`src/rtl/seq_divider16_pkg.sv`:
```
// seq_divider16_pkg: shared definitions for the iterative divider.
//   state_t       - FSM encoding (IDLE / CALC / DONE)
//   DEF_WIDTH     - default operand/result width
//   DEF_AW        - default register-index width
//   DIV0_QUOTIENT - quotient reported on divide by zero (all ones)
package seq_divider16_pkg;

    typedef enum logic [1:0] {
        IDLE = 2'd0,
        CALC = 2'd1,
        DONE = 2'd2
    } state_t;

    localparam int DEF_WIDTH = 16;
    localparam int DEF_AW    = 3;

    localparam logic [DEF_WIDTH-1:0] DIV0_QUOTIENT = '1;

endpackage

```
`src/rtl/seq_divider16_div_step.sv`:
```
// div_step: one combinational restoring-division step.
//   rem_in  - current partial remainder (always < divisor)
//   dvd_msb - next dividend bit shifted into the remainder
//   divisor - divisor magnitude
//   rem_out - next partial remainder
//   q_bit   - quotient bit produced by this step
module div_step #(
    parameter int WIDTH = 16
) (
    input  logic [WIDTH-1:0] rem_in,
    input  logic             dvd_msb,
    input  logic [WIDTH-1:0] divisor,
    output logic [WIDTH-1:0] rem_out,
    output logic             q_bit
);

    logic [WIDTH:0] shifted;
    logic [WIDTH:0] diff;

    // rem_in < divisor, so shifted < 2*divisor and fits WIDTH+1 bits.
    // A wrapped (negative) difference always lands with its MSB set,
    // while a valid one is < divisor, so diff[WIDTH] is the borrow.
    assign shifted = {rem_in, dvd_msb};
    assign diff    = shifted - {1'b0, divisor};
    assign q_bit   = ~diff[WIDTH];
    assign rem_out = q_bit ? diff[WIDTH-1:0] : shifted[WIDTH-1:0];

endmodule

```
`src/rtl/seq_divider16.sv`:
```
// seq_divider16: iterative signed/unsigned divider, one quotient bit per
// clock, finishing with a one-cycle register-file write-back strobe.
//   clk, rst           - clock, async active-high reset
//   start              - request, accepted in IDLE or DONE
//   signed_op, sel_rem - two's-complement mode, write remainder vs quotient
//   dividend, divisor  - operands; rd - destination register
//   busy               - high while iterating
//   done               - one-cycle completion pulse (== wb_we)
//   quotient, remainder, div_by_zero - last result, held until next done
//   wb_we, wb_addr, wb_data          - register-file write port
module seq_divider16
    import seq_divider16_pkg::*;
#(
    parameter int WIDTH = DEF_WIDTH,
    parameter int AW    = DEF_AW
) (
    input  logic             clk,
    input  logic             rst,
    input  logic             start,
    input  logic             signed_op,
    input  logic             sel_rem,
    input  logic [WIDTH-1:0] dividend,
    input  logic [WIDTH-1:0] divisor,
    input  logic [AW-1:0]    rd,
    output logic             busy,
    output logic             done,
    output logic [WIDTH-1:0] quotient,
    output logic [WIDTH-1:0] remainder,
    output logic             div_by_zero,
    output logic             wb_we,
    output logic [AW-1:0]    wb_addr,
    output logic [WIDTH-1:0] wb_data
);

    localparam int CW = $clog2(WIDTH);
    localparam logic [WIDTH-1:0] DIV0_Q = WIDTH'(DIV0_QUOTIENT);

    state_t           state;
    logic [CW-1:0]    cnt;
    logic [WIDTH-1:0] rem_r;
    logic [WIDTH-1:0] dvd_r;   // dividend shifts out MSB-first, quotient fills LSB
    logic [WIDTH-1:0] dsr_r;
    logic             q_neg;
    logic             r_neg;
    logic             sel_rem_r;
    logic [AW-1:0]    rd_r;

    logic             dvd_neg, dsr_neg, dsr_zero;
    logic [WIDTH-1:0] dvd_mag, dsr_mag;
    logic [WIDTH-1:0] step_rem, q_next, q_fin, r_fin;
    logic             step_q;

    assign dvd_neg  = signed_op & dividend[WIDTH-1];
    assign dsr_neg  = signed_op & divisor[WIDTH-1];
    assign dvd_mag  = dvd_neg ? -dividend : dividend;
    assign dsr_mag  = dsr_neg ? -divisor  : divisor;
    assign dsr_zero = (divisor == '0);

    div_step #(.WIDTH(WIDTH)) u_step (
        .rem_in  (rem_r),
        .dvd_msb (dvd_r[WIDTH-1]),
        .divisor (dsr_r),
        .rem_out (step_rem),
        .q_bit   (step_q)
    );

    // -32768 / -1 yields magnitude 16'h8000 with q_neg=0, which is the
    // natural wrapped result, so no special case is needed.
    assign q_next = {dvd_r[WIDTH-2:0], step_q};
    assign q_fin  = q_neg ? -q_next : q_next;
    assign r_fin  = r_neg ? -step_rem : step_rem;

    assign busy  = (state == CALC);
    assign wb_we = done;

    always_ff @(posedge clk or posedge rst) begin
        if (rst) begin
            state       <= IDLE;
            cnt         <= '0;
            rem_r       <= '0;
            dvd_r       <= '0;
            dsr_r       <= '0;
            q_neg       <= 1'b0;
            r_neg       <= 1'b0;
            sel_rem_r   <= 1'b0;
            rd_r        <= '0;
            done        <= 1'b0;
            quotient    <= '0;
            remainder   <= '0;
            div_by_zero <= 1'b0;
            wb_addr     <= '0;
            wb_data     <= '0;
        end else begin
            done <= 1'b0;
            case (state)
                IDLE, DONE: begin
                    if (start) begin
                        rem_r     <= '0;
                        dvd_r     <= dvd_mag;
                        dsr_r     <= dsr_mag;
                        q_neg     <= dvd_neg ^ dsr_neg;
                        r_neg     <= dvd_neg;
                        sel_rem_r <= sel_rem;
                        rd_r      <= rd;
                        if (dsr_zero) begin
                            // Divide by zero skips CALC; remainder is the raw dividend.
                            state       <= DONE;
                            done        <= 1'b1;
                            quotient    <= DIV0_Q;
                            remainder   <= dividend;
                            div_by_zero <= 1'b1;
                            wb_addr     <= rd;
                            wb_data     <= sel_rem ? dividend : DIV0_Q;
                        end else begin
                            state <= CALC;
                            cnt   <= CW'(WIDTH - 1);
                        end
                    end else begin
                        state <= IDLE;
                    end
                end
                CALC: begin
                    rem_r <= step_rem;
                    dvd_r <= q_next;
                    cnt   <= cnt - 1'b1;
                    if (cnt == '0) begin
                        state       <= DONE;
                        done        <= 1'b1;
                        quotient    <= q_fin;
                        remainder   <= r_fin;
                        div_by_zero <= 1'b0;
                        wb_addr     <= rd_r;
                        wb_data     <= sel_rem_r ? r_fin : q_fin;
                    end
                end
                default: state <= IDLE;
            endcase
        end
    end

endmodule

```
`config.mk`:
```
export PLATFORM = sky130hd
export DESIGN_NAME = seq_divider16
export DESIGN_NICKNAME = d
export VERILOG_FILES = /design/src/rtl/seq_divider16_pkg.sv /design/src/rtl/seq_divider16_div_step.sv /design/src/rtl/seq_divider16.sv
export SDC_FILE = /design/constraint.sdc
export NUM_CORES = 1
export LEC_CHECK = 0
export CAP_MARGIN = 20
export CORE_UTILIZATION = 34
export DETAILED_ROUTE_END_ITERATION = 6
export PLACE_DENSITY = 0.57
export SLEW_MARGIN = 20
export SYNTH_ARGS = -nofsm -noshare
export SYNTH_HDL_FRONTEND = slang
export SYNTH_HIERARCHICAL = 1
export SYNTH_SLANG_ARGS = --single-unit
```
`constraint.sdc`:
```
create_clock -name clk -period 4.55 [get_ports clk]
set_input_delay 0.6825 -clock clk [delete_from_list [all_inputs] [get_ports clk]]
set_output_delay 0.6825 -clock clk [all_outputs]
set_load 0.1 [all_outputs]
```
==> metrics.cfg, run 1 <==
[sta]
slew_headroom_pct = 31.8
fin_crit_sh_pct = 96.4
setup_viol = 0
skew_ns = 0.0111
fmax_ghz = 0.228
finalHoldViolCount = 0
min_period_ns = 4.39
hold_ws_ns = 0.469
drv_slew = 0
fin_ws_ns = 0.163
worst_slew_pin_slew_ns = 1.02

[worst_setup_path]
required_ns = 4.82
rrSetupSlack_ns = 0.16
r2r-start = dvd_r[15]$_DFFE_PP0P_
reg2regPathDepth = 16
arrival_ns = 4.66
r2r-end = wb_data[15]$_DFFE_PP0P_
crit_start = dvd_r[15]$_DFFE_PP0P_
path_cells = inv_1, ha_2, fa_2, nor2b_1, o31a_1, o41a_1, and4_4, a311oi_4, buf_6, xnor2_4, mux2_4, or4_4, or3_4, o41ai_4, xor2_1, o221ai_1
path_buf_inv = 2
start_kind = flip-flop
slowest_delay_ns = 0.53
cpMaxStageDelayCell = or4_4
crit_family = compound AO/OA/AOI/OAI gates
critPathMaxFanout = 6
end_kind = flip-flop
critPathKind = flip-flop to flip-flop

[grt]
grt_pass1_wl_um = 34200
grt_max_degree = 61
grt_pass1_vias = 5995
grt_usage_pct = 20.8
grt-ovfl-total = 0
antenna_found_initial = 0

[synth]
synthArstFlopShare_pct = 100
synth_ff_type = dfrtp_1
synth_edf_count = 0
syn-mean-instance-area_um2 = 9.05
synth_top_cell_by_area = dfrtp_1
yosysSeqAreaShare_pct = 40.4
netlist_area_mm2 = 0.00700
ys_warn_count = 6
synth_nets = 835
synth.most_common_cell = dfrtp_1
ys_types = 72
synth_top_area_share_pct = 40.4
synthTopCellsByCount = dfrtp_1, nand2_1, o21ai_0
synthTopCellsByArea = dfrtp_1, o21ai_0, nand2_1
syn_inst = 773
synth-seq-cells = 113

[routing]
dr.pass1.iters = 7
drt_wl_total_um = 21400
drc = 1
post_drt_wl_per_cell_um = 18.4
vias_per_cell = 5.36
vias = 6242
drtAntennaViolNets = 0
drt_iter0_drc = 459

[die]
die_y_um = 145
num_rows = 52
ios = 95
core-area_mm2 = 0.0202
start_util_pct = 34.6
die-area_mm2 = 0.0212
die_w_um = 145

[layout]
multiInputGateArea_mm2 = 0.00401
layout.area.seq_mm2 = 0.00283
fillers = 1921
num_antenna_cells = 0
num-nets-final = 945
layout-area-overhead-vs-synth_pct = 30.8
drive_gt1_share_pct = 13.4

[clock_network]
cts_buffers = 17
cts_tree = yes
clockBufferDepth = 2
clk_pin_slew_ns = 0.06
clock-sinks = 113
cts_root_buffer = clkbuf_16
clock_latency_ns = 0.43
htree_levels = 4
cts_hold_buf = 0

[hold_path]
holdPathEnd = dsr_r[15]$_DFFE_PP0P_
hold_path.class = flip-flop to flip-flop
hp-start = dsr_r[15]$_DFFE_PP0P_
whs_path_depth = 2

[placed_design]
gp_congestion = 0.878
io_buffers = 94
dp_slack_ns = 0.0123
dp_hpwl_um = 15700

[run_status]
violations = design-rule violations
status = finished with violations

[flow_run]
max_cap_viol_count = 0

## state kept, by name (all words and copies together) (netlist names), 2 cells and up
register,count
state,2
rd_r,3
quotient,16
dvd_r,16
cnt,4
remainder,16
dsr_r,16
rem_r,16
wb_addr,3
wb_data,16
## per-stage QoR
step | instance area [µm²] | setup TNS (ns) | utilization [%] | std cells
2_1_floorplan | 7000 | 0 | - | 773
3_3_place_gp | 8410 | 0 | 41.6 | 1129
3_5_place_dp | 8410 | 0 | 41.6 | 1129
4_1_cts | 9010 | 0 | 44.5 | 1160
6_report | 9150 | 0 | 45.2 | 1165
5_1_grt | 9150 | -0.0274 | 45.2 | 1165
## layer usage
layer / vias to the layer above / part of all wire [%] / global-route usage, %
met5: - / 0 / 0
met3: 18 / 6.1 / 4.67
met1: 3025 / 48 / 29.7
met2: 208 / 45 / 31.9
met4: 0 / 1.0 / 5.37
li1: 2991 / - / -
## cell families (layout without fill, tap and decap cells)
family | count (synthesis) | count (layout) | synth area share (%)
adders and majority gates | 22 | 22 | 4.04
buffers and inverters | 77 | 198 | 4.36
xor gates and xnor gates | 65 | 66 | 8.24
muxes | 28 | 28 | 4.65
and+or+nand+nor | 241 | 241 | 16.3
AOI/OAI and AO/OA | 227 | 227 | 22.0
DFF | 113 | 113 | 40.4
## how the worst max path moves through the flow
stage	end	slack, ns	depth (start not counted)
2_1_floorplan	wb_data[15]$_DFFE_PP0P_	0.10	16
3_3_place_gp	wb_data[6]$_DFFE_PP0P_	0.05	18
3_5_place_dp	wb_data[15]$_DFFE_PP0P_	0.01	14
4_1_cts	wb_data[8]$_DFFE_PP0P_	0.02	18
5_1_grt	wb_data[15]$_DFFE_PP0P_	-0.03	16
6_report	wb_data[15]$_DFFE_PP0P_	0.16	16
## cell type report
class | count | share of cell area [%]
Clock inverter | 13 | 1.52
Inverter | 36 | 1.50
Timing Repair Buffer | 131 | 13.8
Clock buffer | 18 | 4.80
Multi-Input combinational cell | 584 | 43.8
Tap cell | 270 | 3.69
Sequential cell | 113 | 30.9
## worst register-to-register path, cell delays in order, from the launching register on
cell and delay, ns:
dfrtp_1 0.37, inv_1 0.07, ha_2 0.19, fa_2 0.21
nor2b_1 0.06, o31a_1 0.26, o41a_1 0.35, and4_4 0.22
a311oi_4 0.25, buf_6 0.18, xnor2_4 0.19, mux2_4 0.34
or4_4 0.53, or3_4 0.37, o41ai_4 0.30, xor2_1 0.22
o221ai_1 0.13
## timing repair
action                     4_1_cts  5_1_grt
setup endpoints to repair        6       22
pin swaps                        0       10
gates resized for setup          2       19
cloned                           0        1
setup buffers                    0        4
## cell usage in the layout (no fill, tap or decap), types with 4 or more instances in the layout
cell type,netlist,routed
clkinvlp_4,0,5
o31ai_1,10,8
xnor2_1,27,25
nor2_1,62,62
a21oi_1,39,39
nand2b_1,15,14
o21a_1,5,5
nor3_1,7,7
or4_4,3,4
nand3_1,12,12
mux2i_1,13,13
inv_1,35,33
dfrtp_1,113,113
nor4_1,5,5
a22o_1,13,13
and2_1,4,4
o21ai_0,71,69
nand2_1,94,94
xor2_1,37,37
mux2_2,8,6
o221ai_1,8,8
clkbuf_16,0,17
clkdlybuf4s50_1,0,93
o211ai_1,9,9
a21o_1,7,7
a211oi_1,11,11
buf_4,1,33
ha_1,21,20
mux2_4,7,9
a22oi_1,6,6
a31oi_1,6,6
nor2b_1,6,5
or3_1,11,10
Power of run 1 is not shown: default switching activity piles up to over one toggle a cycle in this logic, so the estimate is an artifact.
==> run 2, diff against run 1 <==
Settings changed: SYNTH_HIERARCHICAL 1 to default.
==> run 2 against run 1 <==
Net effect:
- the flow now finishes without violations
- die area grew 2.4%
- maximum frequency grew 9.7%
- setup slack improved by 0.39 ns
- synthesized cell count increased by 5.3%
- first-iteration DRC count up 15%
==> metrics.cfg, run 2 <==
[synth]
ys_warn_count = 0  ; -6
netlist_area_mm2 = 0.00717  ; +2.4%
synth_ff_type = dfrtp_1
ys_types = 74  ; +2.8%
synthTopCellsByArea = dfrtp_1, o21ai_0, xnor2_1
synth_compound_area_share_pct = 24.1  ; +2.1 points
yosys.area_share.simple_pct = 16.1  ; -0.24 points
synth-xor-area-share_pct = 8.68  ; +0.44 points
synth_edf_count = 0  ; unchanged
synth_top_area_share_pct = 39.5  ; -0.94 points
synth.most_common_cell = dfrtp_1
syn-mean-instance-area_um2 = 8.80  ; -2.8%
syn_inst = 814  ; +5.3%
synth-seq-cells = 113  ; unchanged
yosysSeqAreaShare_pct = 39.5  ; -0.94 points
yosys.area_share.adder_pct = 3.95  ; -0.094 points
synth_nets = 876  ; +4.9%
synth_top_cell_by_area = dfrtp_1
synth_top_family_by_area = compound AO/OA/AOI/OAI gates
synthArstFlopShare_pct = 100  ; unchanged
muxShareOfSynthArea_pct = 3.16  ; -1.5 points
synthTopCellsByCount = dfrtp_1, o21ai_0, nand2_1

[sta]
rsz0062_at_grt = no
skew_ns = 0.00772  ; -0.00335 ns
finalHoldViolCount = 0  ; unchanged
worst_slew_pin_slew_ns = 1.06  ; +0.0355 ns
min_period_ns = 4.00  ; -0.389 ns
setup_viol = 0  ; unchanged
slew_headroom_pct = 29.6  ; -2.2 points
tns_ns = 0  ; unchanged
drv_slew = 0  ; unchanged
fmax_ghz = 0.250  ; +9.7%
hold_ws_ns = 0.474  ; +0.00536 ns
fin_crit_sh_pct = 87.9  ; -8.5 points

[worst_setup_path]
r2r-end = wb_data[10]$_DFFE_PP0P_
cpMaxStageDelayCell = dfrtp_1
reg2regPathDepth = 16  ; unchanged
arrival_ns = 4.35  ; -0.31 ns
critPathMaxFanout = 12  ; +6
crit_family = compound AO/OA/AOI/OAI gates
crit_path_frequent_cell = o21ai_1
rrSetupSlack_ns = 0.55  ; +0.39 ns
r2r-start = dvd_r[15]$_DFFE_PP0P_
crit_start = dvd_r[15]$_DFFE_PP0P_
slowest_delay_ns = 0.41  ; -0.12 ns
required_ns = 4.90  ; +0.08 ns
path_buf_inv = 2  ; unchanged
start_kind = flip-flop
critPathKind = flip-flop to flip-flop
path_cells = inv_1, ha_1, fa_1, nand2b_2, a211oi_2, o21ai_1, or2_1, a21oi_4, nor2_8, inv_2, a21oi_1, ha_1, o21ai_1, o21ai_1, or3b_1, nand3_1
end_kind = flip-flop

[grt]
grt_max_degree = 114  ; +87%
antenna_found_initial = 0  ; unchanged
grt_pass1_vias = 6293  ; +5.0%
grt_usage_pct = 21.5  ; +0.71 points
grt_pass1_wl_um = 35900  ; +5.0%
grt-ovfl-total = 0  ; unchanged

[hold_path]
holdPathEnd = rd_r[1]$_DFFE_PP0P_
whs_path_depth = 2  ; unchanged
hold_path.class = flip-flop to flip-flop
hp-start = rd_r[1]$_DFFE_PP0P_

[layout]
layout-area-overhead-vs-synth_pct = 25.3
num-nets-final = 961  ; +1.7%
num_antenna_cells = 0  ; unchanged
drive_gt1_share_pct = 7.57  ; -5.8 points
layout_common_cells = dfrtp_1, o21ai_0, nand2_1, clkdlybuf4s50_1, nor2_1
layout_commonest_cell = dfrtp_1
final_area_mm2 = 0.00898  ; -1.9%

[routing]
drtAntennaViolNets = 0  ; unchanged
drt_wl_total_um = 22400  ; +4.7%
vias = 6520  ; +4.5%
vias_per_cell = 5.52  ; +3.0%
drc = 0  ; -1
dr.pass1.iters = 7  ; unchanged
post_drt_wl_per_cell_um = 19.0  ; +3.2%
drt_iter0_drc = 530  ; +15%

[die]
die_w_um = 147  ; +1.2%
ios = 95  ; unchanged
num_rows = 52  ; unchanged
start_util_pct = 35.1  ; +0.48 points
core-area_mm2 = 0.0204  ; +0.96%
die-area_mm2 = 0.0217  ; +2.4%
die_y_um = 147  ; +1.2%

[clock_network]
cts_hold_buf = 0  ; unchanged
cts_root_buffer = clkbuf_16
clk_pin_slew_ns = 0.06  ; about the same
post_cts_resized = 0  ; -2
cts_buffers = 17  ; unchanged
clock_latency_ns = 0.43  ; about the same
clock-sinks = 113  ; unchanged
cts_tree = yes
htree_levels = 4  ; unchanged
clockBufferDepth = 2  ; unchanged
post_cts_buffers = 0  ; unchanged

[placed_design]
io_buffers = 94  ; unchanged
gp_congestion = 0.833  ; -5.2%
dp_hpwl_um = 16100  ; +2.6%
placed_area_mm2 = 0.00840  ; -0.12%

[flow_run]
max_cap_viol_count = 0  ; unchanged

[run_status]
status = finished, final reports clean

## run 2: kinds of logic (layout without fill, tap and decap cells)
family | count (synthesis) | in the layout
AO/OA/AOI/OAI | 266 | 266
AND/OR/NAND/NOR | 238 | 238
flip-flops | 113 | 113
buffers and inverters | 82 | 180
XOR/XNOR | 71 | 71
adder cells (fa/ha/maj) | 22 | 22
multiplexers | 22 | 22
## run 2: through the flow
step | worst slack, ns | util (%) | cells
after floorplan | 0.708 | - | 814
after global placement | 0.721 | 41.1 | 1150
after detailed placement | 0.567 | 41.1 | 1150
after CTS | 0.534 | 44.0 | 1182
after global routing | 0.248 | 44.0 | 1182
final | 0.552 | 44.0 | 1182
## run 2: how the worst max path moves through the flow
stage	slack [ns]	end	cells past startpoint
2_1_floorplan	0.71	wb_data[10]$_DFFE_PP0P_	19
3_3_place_gp	0.72	wb_data[12]$_DFFE_PP0P_	13
3_5_place_dp	0.57	wb_data[10]$_DFFE_PP0P_	16
4_1_cts	0.53	wb_data[10]$_DFFE_PP0P_	16
5_1_grt	0.25	wb_data[10]$_DFFE_PP0P_	16
6_report	0.55	wb_data[10]$_DFFE_PP0P_	16
## run 2: metal layers
| layer | global-route usage (%) | wire length (µm) | share of wire [%] | up-vias |
|---|---|---|---|---|
| met5 | 0 | 0 | 0 | - |
| met4 | 6.60 | 346 | 1.5 | 0 |
| met2 | 32.8 | 10200 | 46 | 223 |
| li1 | - | - | - | 3094 |
| met3 | 4.29 | 1280 | 5.7 | 29 |
| met1 | 30.7 | 10600 | 47 | 3174 |
## run 2: layout make-up
type                            instances  area (µm²)
Tap cell                              270         338
Clock buffer                           21         440
Multi-Input combinational cell        619        4020
Sequential cell                       113        2830
Timing Repair Buffer                  107        1060
Fill cell                            1992       11400
Clock inverter                         11         139
Inverter                               41         156
## run 2: worst register-to-register path, delay by kind of cell (launching register included)
| family | cells | cell delay (ns) |
|---|---|---|
| flops | 1 | 0.41 |
| buf+inv | 2 | 0.25 |
| simple gates | 5 | 1.06 |
| fa+ha+maj | 3 | 0.89 |
| compound gates | 6 | 1.33 |
Power of run 2 is left out for the same reason.
